## config.mk

```make
export PLATFORM = sky130hd
export DESIGN_NAME = uart_frame_parser_flat
export DESIGN_NICKNAME = d
export VERILOG_FILES = /design/src/rtl/uart_frame_parser_if.sv /design/src/rtl/uart_frame_parser.sv /design/src/flat_wrapper.sv
export SDC_FILE = /design/constraint.sdc
export NUM_CORES = 1
export LEC_CHECK = 0
export ABC_AREA = 1
export CAP_MARGIN = 25
export CORE_MARGIN = 2
export CORE_UTILIZATION = 47
export DETAILED_ROUTE_END_ITERATION = 12
export GPL_ROUTABILITY_DRIVEN = 0
export PLACE_DENSITY = 0.69
export SYNTH_ARGS = -nofsm -noshare
export SYNTH_HDL_FRONTEND = slang
export SYNTH_SLANG_ARGS = --single-unit
```

## constraint.sdc

```tcl
create_clock -name sys_clk -period 2.18 [get_ports sys_clk]
set_input_delay 0.436 -clock sys_clk [delete_from_list [all_inputs] [get_ports sys_clk]]
set_output_delay 0.436 -clock sys_clk [all_outputs]
set_load 0.05 [all_outputs]
```

## src/rtl/uart_frame_parser_if.sv

```systemverilog
// rtl/uart_frame_parser_if.sv - byte input, payload stream and status signals of the frame parser
interface uart_frame_parser_if;
  logic       uart_done;
  logic [7:0] uart_data;
  logic       out_ready;
  logic       out_valid;
  logic [7:0] out_data;
  logic       out_last;
  logic       frame_ok;
  logic       frame_err;
  logic [1:0] err_code;
  logic       overrun;

  modport slave (
    input  uart_done, uart_data, out_ready,
    output out_valid, out_data, out_last, frame_ok, frame_err, err_code, overrun
  );

  modport master (
    output uart_done, uart_data, out_ready,
    input  out_valid, out_data, out_last, frame_ok, frame_err, err_code, overrun
  );
endinterface

```

## src/rtl/uart_frame_parser.sv

```systemverilog
// rtl/uart_frame_parser.sv - assembles 55 AA LEN PAYLOAD CHK frames and replays checked payloads
module uart_frame_parser #(
  parameter int unsigned CLK_FREQ       = 50_000_000,
  parameter int unsigned TIMEOUT_CYCLES = CLK_FREQ / 1000,
  parameter int unsigned MAX_LEN        = 16,
  parameter logic [7:0]  HDR0           = 8'h55,
  parameter logic [7:0]  HDR1           = 8'hAA
) (
  input logic                sys_clk,
  input logic                sys_rst,
  uart_frame_parser_if.slave bus
);
  localparam int LW = $clog2(MAX_LEN + 1);
  localparam int AW = (MAX_LEN > 1) ? $clog2(MAX_LEN) : 1;
  localparam int TW = (TIMEOUT_CYCLES > 1) ? $clog2(TIMEOUT_CYCLES) : 1;
  localparam logic [TW-1:0] TMAX      = TW'(TIMEOUT_CYCLES - 1);
  localparam logic [7:0]    MAX_LEN_B = 8'(MAX_LEN);

  typedef enum logic [2:0] {
    S_IDLE,
    S_HDR2,
    S_LEN,
    S_PAYLOAD,
    S_CHK,
    S_SEND
  } state_t;

  state_t          state_q, state_d;
  logic            done_d;
  logic [LW-1:0]   len_q, len_d, idx_q, idx_d, rd_q, rd_d;
  logic [7:0]      chk_q, chk_d;
  logic [TW-1:0]   timer_q, timer_d;
  logic            ok_d, err_d, ovr_d, wr_en;
  logic [1:0]      code_d;
  logic            frame_ok_q, frame_err_q, overrun_q;
  logic [1:0]      err_code_q;
  logic [7:0]      buf_mem [MAX_LEN];
  logic            accept;
  logic [7:0]      rx;
  logic            sending;

  // uart_done is a level, so only its rising edge counts as a new byte
  assign accept  = bus.uart_done & ~done_d;
  assign rx      = bus.uart_data;
  assign sending = (state_q == S_SEND);

  always_comb begin
    state_d = state_q;
    len_d   = len_q;
    idx_d   = idx_q;
    rd_d    = rd_q;
    chk_d   = chk_q;
    timer_d = '0;
    wr_en   = 1'b0;
    ok_d    = 1'b0;
    err_d   = 1'b0;
    ovr_d   = 1'b0;
    code_d  = err_code_q;
    unique case (state_q)
      S_IDLE: if (accept && rx == HDR0) state_d = S_HDR2;
      S_HDR2: if (accept) begin
        if (rx == HDR1)      state_d = S_LEN;
        else if (rx != HDR0) state_d = S_IDLE;
      end
      S_LEN: if (accept) begin
        if (rx == 8'd0 || rx > MAX_LEN_B) begin
          state_d = S_IDLE;
          err_d   = 1'b1;
          code_d  = 2'd1;
        end else begin
          len_d   = rx[LW-1:0];
          chk_d   = rx;
          idx_d   = '0;
          state_d = S_PAYLOAD;
        end
      end
      S_PAYLOAD: if (accept) begin
        wr_en = 1'b1;
        chk_d = chk_q + rx;
        idx_d = idx_q + 1'b1;
        if (idx_q == len_q - 1'b1) state_d = S_CHK;
      end
      S_CHK: if (accept) begin
        if (rx == chk_q) begin
          state_d = S_SEND;
          ok_d    = 1'b1;
          rd_d    = '0;
        end else begin
          state_d = S_IDLE;
          err_d   = 1'b1;
          code_d  = 2'd2;
        end
      end
      S_SEND: begin
        ovr_d = accept;
        if (bus.out_ready) begin
          if (rd_q == len_q - 1'b1) begin
            state_d = S_IDLE;
            rd_d    = '0;
          end else begin
            rd_d = rd_q + 1'b1;
          end
        end
      end
      default: state_d = S_IDLE;
    endcase
    // Inter-byte watchdog; an accepted byte in the same cycle takes precedence
    if ((state_q inside {S_HDR2, S_LEN, S_PAYLOAD, S_CHK}) && !accept) begin
      if (timer_q == TMAX) begin
        state_d = S_IDLE;
        err_d   = 1'b1;
        code_d  = 2'd3;
      end else begin
        timer_d = timer_q + 1'b1;
      end
    end
  end

  always_ff @(posedge sys_clk or negedge sys_rst) begin
    if (!sys_rst) state_q <= S_IDLE;
    else          state_q <= state_d;
  end

  always_ff @(posedge sys_clk or negedge sys_rst) begin
    if (!sys_rst) begin
      done_d      <= 1'b0;
      len_q       <= '0;
      idx_q       <= '0;
      rd_q        <= '0;
      chk_q       <= '0;
      timer_q     <= '0;
      frame_ok_q  <= 1'b0;
      frame_err_q <= 1'b0;
      overrun_q   <= 1'b0;
      err_code_q  <= 2'd0;
    end else begin
      done_d      <= bus.uart_done;
      len_q       <= len_d;
      idx_q       <= idx_d;
      rd_q        <= rd_d;
      chk_q       <= chk_d;
      timer_q     <= timer_d;
      frame_ok_q  <= ok_d;
      frame_err_q <= err_d;
      overrun_q   <= ovr_d;
      err_code_q  <= code_d;
    end
  end

  always_ff @(posedge sys_clk) begin
    if (wr_en) buf_mem[idx_q[AW-1:0]] <= rx;
  end

  assign bus.out_valid = sending;
  assign bus.out_data  = sending ? buf_mem[rd_q[AW-1:0]] : 8'd0;
  assign bus.out_last  = sending && (rd_q == len_q - 1'b1);
  assign bus.frame_ok  = frame_ok_q;
  assign bus.frame_err = frame_err_q;
  assign bus.err_code  = err_code_q;
  assign bus.overrun   = overrun_q;
endmodule

```

## src/flat_wrapper.sv

```systemverilog
// flat-port wrapper written by rule: the top's interface ports become plain ports
module uart_frame_parser_flat 
#(
  parameter int unsigned CLK_FREQ       = 50_000_000,
  parameter int unsigned TIMEOUT_CYCLES = CLK_FREQ / 1000,
  parameter int unsigned MAX_LEN        = 16,
  parameter logic [7:0]  HDR0           = 8'h55,
  parameter logic [7:0]  HDR1           = 8'hAA
)
  (sys_clk, sys_rst, bus_uart_done, bus_uart_data, bus_out_ready, bus_out_valid, bus_out_data, bus_out_last, bus_frame_ok, bus_frame_err, bus_err_code, bus_overrun);
  uart_frame_parser_if bus_i ();
  input logic sys_clk;
  input logic sys_rst;
  input wire logic [$bits(bus_i.uart_done)-1:0] bus_uart_done;
  input wire logic [$bits(bus_i.uart_data)-1:0] bus_uart_data;
  input wire logic [$bits(bus_i.out_ready)-1:0] bus_out_ready;
  output wire logic [$bits(bus_i.out_valid)-1:0] bus_out_valid;
  output wire logic [$bits(bus_i.out_data)-1:0] bus_out_data;
  output wire logic [$bits(bus_i.out_last)-1:0] bus_out_last;
  output wire logic [$bits(bus_i.frame_ok)-1:0] bus_frame_ok;
  output wire logic [$bits(bus_i.frame_err)-1:0] bus_frame_err;
  output wire logic [$bits(bus_i.err_code)-1:0] bus_err_code;
  output wire logic [$bits(bus_i.overrun)-1:0] bus_overrun;
  assign bus_i.uart_done = bus_uart_done;
  assign bus_i.uart_data = bus_uart_data;
  assign bus_i.out_ready = bus_out_ready;
  assign bus_out_valid = bus_i.out_valid;
  assign bus_out_data = bus_i.out_data;
  assign bus_out_last = bus_i.out_last;
  assign bus_frame_ok = bus_i.frame_ok;
  assign bus_frame_err = bus_i.frame_err;
  assign bus_err_code = bus_i.err_code;
  assign bus_overrun = bus_i.overrun;
  uart_frame_parser #(.CLK_FREQ(CLK_FREQ), .TIMEOUT_CYCLES(TIMEOUT_CYCLES), .MAX_LEN(MAX_LEN), .HDR0(HDR0), .HDR1(HDR1)) u_core (.sys_clk(sys_clk), .sys_rst(sys_rst), .bus(bus_i));
endmodule
```

Word-level counts from Yosys, hierarchy flattened:

Memories as Yosys holds them, arrays and structs flattened.
Cells that the tools add are included.

* input port bits: 12
* register bits: 48
* output and inout bits: 15
* word-level logic and storage cells: 105
* memories kept: 1
* bits in writable memories: 128

* add/subtract/negate cells: 5
* multiplexer cells: 53
* $lt $le $gt $ge: 1
* equal/unequal tests: 18
* bitwise operators: 3
* reduce and logical (&&, ||, !) cells: 13

Memory list
* u_core.buf_mem: depth 16, width 8, rd ports 1, clocked after memory_dff 0, wr ports 1, line uart_frame_parser.sv:37 `logic [7:0] buf_mem [MAX_LEN];`

Operators by type and width (count)
* $mux W3: 13
* $mux W5: 7
* $mux W16: 2
* $mux W8: 4
* $pmux W5 S2: 2
* $pmux W3 S6: 1
* $add A16 B1 Y16 const B: 1
* $eq A16 B16 Y1 const B: 1
* $pmux W8 S2: 1
* $mux W1: 14
* $mux W2: 7
* $add A5 B1 Y5 const B: 2
* $eq A5 B5 Y1: 2
* $add A8 B8 Y8: 1
* $eq A8 B7 Y1 const B: 1
* $eq A8 B8 Y1: 1
* $eq A8 B8 Y1 const B: 1
* $gt A8 B5 Y1 const B: 1
* $logic_not A8 Y1: 1
* $ne A2 B1 Y1 const B: 4
* $ne A8 B7 Y1 const B: 1
* $reduce_and A4 Y1: 2
* $eq A3 B2 Y1 const B: 2
* $eq A3 B3 Y1 const B: 2
* 14 further kinds: 19

Depth between registers and ports, before layout:

Gate-level depths: netlist of run 1.

* word-level depth: 7
* gate-level depth with buffers: 13

Least setup slack after synthesis of run 1:

OpenSTA, ideal clock, no wires.

* path type: register to output
* from: register u_core.state_q[1]
* to: output port bus_out_data[0]
* cell stages (with the launch flop): 5
* required time: 1.744 ns
* path buffers: 1
* arrival: 2.366 ns
* slack: -0.622 ns
* cell sequence: dfrtp_1 nor3_2 inv_1 clkbuf_1 a21oi_1

* word-level cells in the longest chain between the ends: 2

RTL lines
* start: declaration: line uart_frame_parser.sv:28 `state_t state_q, state_d;`
* start signal: assignment: line uart_frame_parser.sv:121 `else state_q <= state_d;`
* $eq A3 B3 Y1: line uart_frame_parser.sv:45 `assign sending = (state_q == S_SEND);`
* named net bus_out_valid: line flat_wrapper.sv:17 `output wire logic [$bits(bus_i.out_valid)-1:0] bus_out_valid;`
* $mux W8: line uart_frame_parser.sv:155 `assign bus.out_data = sending ? buf_mem[rd_q[AW-1:0]] : 8'd0;`
* end: declaration: line flat_wrapper.sv:18 `output wire logic [$bits(bus_i.out_data)-1:0] bus_out_data;`

The timed path passes the listed nets, and every way through them passes these cells.

Worst setup path in the final report of run 1:

* from: register u_core.rd_q[0]
* to: output port bus_out_data[2]

* word-level cells in the longest chain between the ends: 2

RTL lines
* start: declaration: line uart_frame_parser.sv:30 `logic [LW-1:0] len_q, len_d, idx_q, idx_d, rd_q, rd_d;`
* start signal: assignment: line uart_frame_parser.sv:140 `rd_q <= rd_d;`
* $mem_v2 Z16 W8
* $mux W8: line uart_frame_parser.sv:155

No other way between the ends.

==> impl_results.md, run 1 <==
- Status: complete, but fails checks
- Violated checks: setup timing
- Tmin final: 2510 ps
- CTS buffer count: 17
- Rows: 48
- Gate power share: 38.6%
- Max Fclk: 398 MHz
- Pwr Total: 11.4 mW
- Core Region: 0.0172 mm²
- RSZ-0062 raised after global routing: true
- DR vias/cell: 5.48
- Area grow syn2layout: 23.6%
- Die Height: 136 µm
- DIE AREA: 0.0185 mm²
- Final Setup Violations: 9
- Synth Area in Compound Gates: 12.4%
- Sw Pwr: 4.33 mW
- CTS tree: built
- Final #Nets: 908
- Post-Synth Adder-Cell Area: 2.38%
- Smallest setup slack after layout: -334 ps
- Net count after synthesis: 811
- Fin cells: 1119
- Max-Slew Margin vs Limit: 64.9%
- H-Tree Depth: 4
- Flop2flop setup slack: 290 ps
- Placed Area: 0.00934 mm²
- Layout cells sized above 1: 20.4%
- Synth Area in XOR/XNOR: 1.16%
- Chip Width: 136 µm
- Synth warn: 0
- Hold_sp: u_core.timer_q[0]$_DFF_PN0_
- IO Port Bufs: 26
- Max Slew Vio Count: 0
- Worst VDD drop: 665 µV
- Post-synth ARST share: 27.3%
- Mapped Cells: 784
- Vias: 6129
- Avg Inst Size Synth: 10.4 µm²
- CTS sink cnt: 176
- Post-DP HPWL: 12900 µm
- Main combinational cell family by area after synthesis: simple AND/OR/NAND/NOR gates
- GRT overflow: 0
- Fillers: 1405
- Post-Synth Simple-Gate Area: 17.5%
- Reg-to-reg startpoint: u_core.rd_q[2]$_DFFE_PN0P_
- Max Cap Viol: 0
- Worst-path fanout max: 14
- Hold Path Stages: 1
- Internal: 7.09 mW
- PD cells: 1130 mW/mm²
- FF-to-FF End: u_core.rd_q[2]$_DFFE_PN0P_
- Global-route wire length before repair: 31600 µm
- Post-synth EDFFs: 128
- Worst Setup Start Kind: flop
- GRT Util Overall: 22.8%
- Hold EP: u_core.timer_q[0]$_DFF_PN0_
- Vias in the first global route: 5984
- Clk slew on worst S/H paths: 70 ps
- Seq pwr share: 35.4%
- Slew of the pin with the lowest slew margin: 524 ps
- Clk Latency, worst-skew pair: 430 ps
- Placed cells: 1081
- Hold Fails Final Rpt: 0
- DP Worst Slack: -281 ps
- Sw Share: 37.9%
- Critical Path Start: u_core.rd_q[0]$_DFFE_PN0P_
- WL final: 19800 µm
- Synth Register Bits: 176
- Root Driver: clkbuf_16
- Clock power frac: 26.0%
- Post-layout util: 58.9%
- Crit share post-route: 115%
- Worst Reg-to-Reg Cells: 9
- Synthesized cell area: 0.00818 mm²
- Worst path required time: 1740 ps
- Post-route ant nets: 0
- Post-synthesis mux area share: 0%
- Diodes inserted: 0
- Yosys cell types: 46
- Clock Skew: 11.1 ps
- First drt pass iteration count: 6
- CP endpoint kind: output port
- Clock Tree Buf Depth: 2
- Synth Flop Type: edfxtp_1
- Leak pwr: 3.90 nW
- Design area: 0.0101 mm²
- Initial antenna violation count: 0
- Starting DRT DRC Count: 540
- I/O pin total: 27
- Arr. time, crit path: 2080 ps
- Hold WC Path Type: flop to flop
- Setup CP Type: flop to output port
- Largest net degree at the start of global routing: 44
- Post-synthesis sequential area ratio: 61.6%
- WL/cell: 17.7 µm
- Drt drc: 0
- Starting Density: 47.6%
==> repair_timing <==
| item | CTS | global route |
|---|---|---|
| hold buffers | 1 | 0 |
| pin swaps | 6 | 6 |
| setup endpoints to repair | 9 | 11 |
| hold endpoints to repair | 20 | 0 |
| gates cloned | 1 | 2 |
| buffers inserted | 1 | 1 |
| resized for setup | 17 | 24 |
==> worst max-delay path by stage <==
| stage | slack, ps | cells past startpoint | end |
|---|---|---|---|
| floorplan | 40 | 5 | bus_out_data[0] |
| global placement | -300 | 12 | u_core.chk_q[6]$_DFFE_PN0P_ |
| detailed placement | -280 | 9 | u_core.chk_q[4]$_DFFE_PN0P_ |
| CTS | -370 | 7 | bus_out_data[7] |
| global route | -430 | 10 | bus_out_last |
| finish | -330 | 7 | bus_out_data[2] |
==> stage by stage <==
step	hold WS [ps]	setup TNS, ps
2_1_floorplan	140	0
3_3_place_gp	445	-3870
3_5_place_dp	439	-5260
4_1_cts	457	-3120
5_1_grt	463	-3380
6_report	465	-2610
==> sequential cells by signal (all words and copies together), names as in the netlist, 2 cells and up <==
| register | flops |
|---|---|
| u_core.buf_mem | 128 |
| u_core.timer_q | 16 |
| u_core.chk_q | 8 |
| u_core.idx_q | 5 |
| u_core.len_q | 5 |
| u_core.rd_q | 5 |
| u_core.state_q | 3 |
| u_core.bus.err_code | 2 |
==> synth_stat cells (3+ instances only) <==
cell type / number / area share [%]
edfxtp_1: 128 / 47
nor2_1: 124 / 5.7
nand2_1: 114 / 5.2
o21ai_0: 88 / 5.4
inv_1: 51 / 2.3
dfrtp_1: 48 / 15
nand3_1: 37 / 2.3
a21oi_1: 30 / 1.8
o221ai_1: 22 / 2.4
clkbuf_1: 16 / 0.73
ha_1: 14 / 2.1
o211ai_1: 11 / 1.0
o22ai_1: 11 / 0.84
inv_2: 10 / 0.46
xor2_1: 8 / 0.86
nand4_1: 7 / 0.54
buf_2: 5 / 0.31
buf_4: 5 / 0.46
nor3_1: 5 / 0.31
buf_6: 4 / 0.55
nand3_2: 4 / 0.49
nor2_2: 4 / 0.31
nor3_2: 4 / 0.49
a31oi_1: 3 / 0.23
nand2_2: 3 / 0.23
nor2_4: 3 / 0.41
o21ai_1: 3 / 0.18
==> cell usage in the layout (no fill, tap or decap), drive strengths merged <==
cell             n
a211oi           1
a21o             1
a21oi           30
a31oi            4
and2             1
and3             1
buf             91
clkbuf          18
clkdlybuf4s50   15
clkinv          10
dfrtp           48
dlygate4sd3      1
edfxtp         128
fa               1
ha              14
inv             68
nand2          119
nand3           41
nand3b           1
nand4            8
nor2           131
nor3            10
nor3b            1
nor4             3
o211ai          11
o21ai           92
o221ai          22
o22ai           11
o31ai            1
or2              1
xnor2            2
xor2             8
==> kinds of logic (layout without fill, tap and decap cells) <==
kind of cell    Yosys count  in the layout
simple gates            317            317
flops                   176            176
xor+xnor                 10             10
compound gates          173            173
fa+ha+maj                15             15
buf+inv                  93            203
==> worst max-delay path, cell delays in order, from the launching register on <==
cell      delay (ps)
dfrtp_2          430
clkinv_4         130
buf_12           170
o21ai_0          150
o22ai_1           90
o211ai_1         380
a21oi_4          120
buf_6            180
==> power by group through the flow <==
stage / registers, mW / logic, mW / clock network (mW)
after floorplan: 4.13 / 2.65 / 0
after global placement: 4.10 / 4.00 / 0
after detailed placement: 4.10 / 4.05 / 0
after CTS: 4.04 / 4.22 / 3.02
after global routing: 4.07 / 4.87 / 3.17
final: 4.05 / 4.41 / 2.97
==> layout make-up <==
cell class                 count  area, µm²  share of cell area [%]
multi-input combinational    515       2890                    28.6
sequential                   176       5050                    49.9
clock buffer                  17        425                    4.21
tap                          225        282                    2.78
inverter                      63        241                    2.39
timing repair buffer         108       1060                    10.5
clock inverter                15        165                    1.63
==> per-layer routing <==
| metal | GRT usage (%) | vias up | wire (µm) |
|---|---|---|---|
| met3 | 4.74 | 28 | 1180 |
| met2 | 37.2 | 208 | 9530 |
| met4 | 7.64 | 0 | 388 |
| li1 | - | 2954 | - |
| met5 | 0 | - | 0 |
| met1 | 30.7 | 2939 | 8700 |
Note: power is estimated with default switching activity, not from simulation.
==> run 2, diff against run 1 <==
--- a/config.mk
+++ b/config.mk
@@ -12,6 +12,7 @@
 export DETAILED_ROUTE_END_ITERATION = 12
 export GPL_ROUTABILITY_DRIVEN = 0
 export PLACE_DENSITY = 0.69
+export SLEW_MARGIN = 10
 export SYNTH_ARGS = -nofsm -noshare
 export SYNTH_HDL_FRONTEND = slang
 export SYNTH_SLANG_ARGS = --single-unit
==> results of run 2 <==
Same layout as run 1: the final DEF is identical, and so are final timing and power.
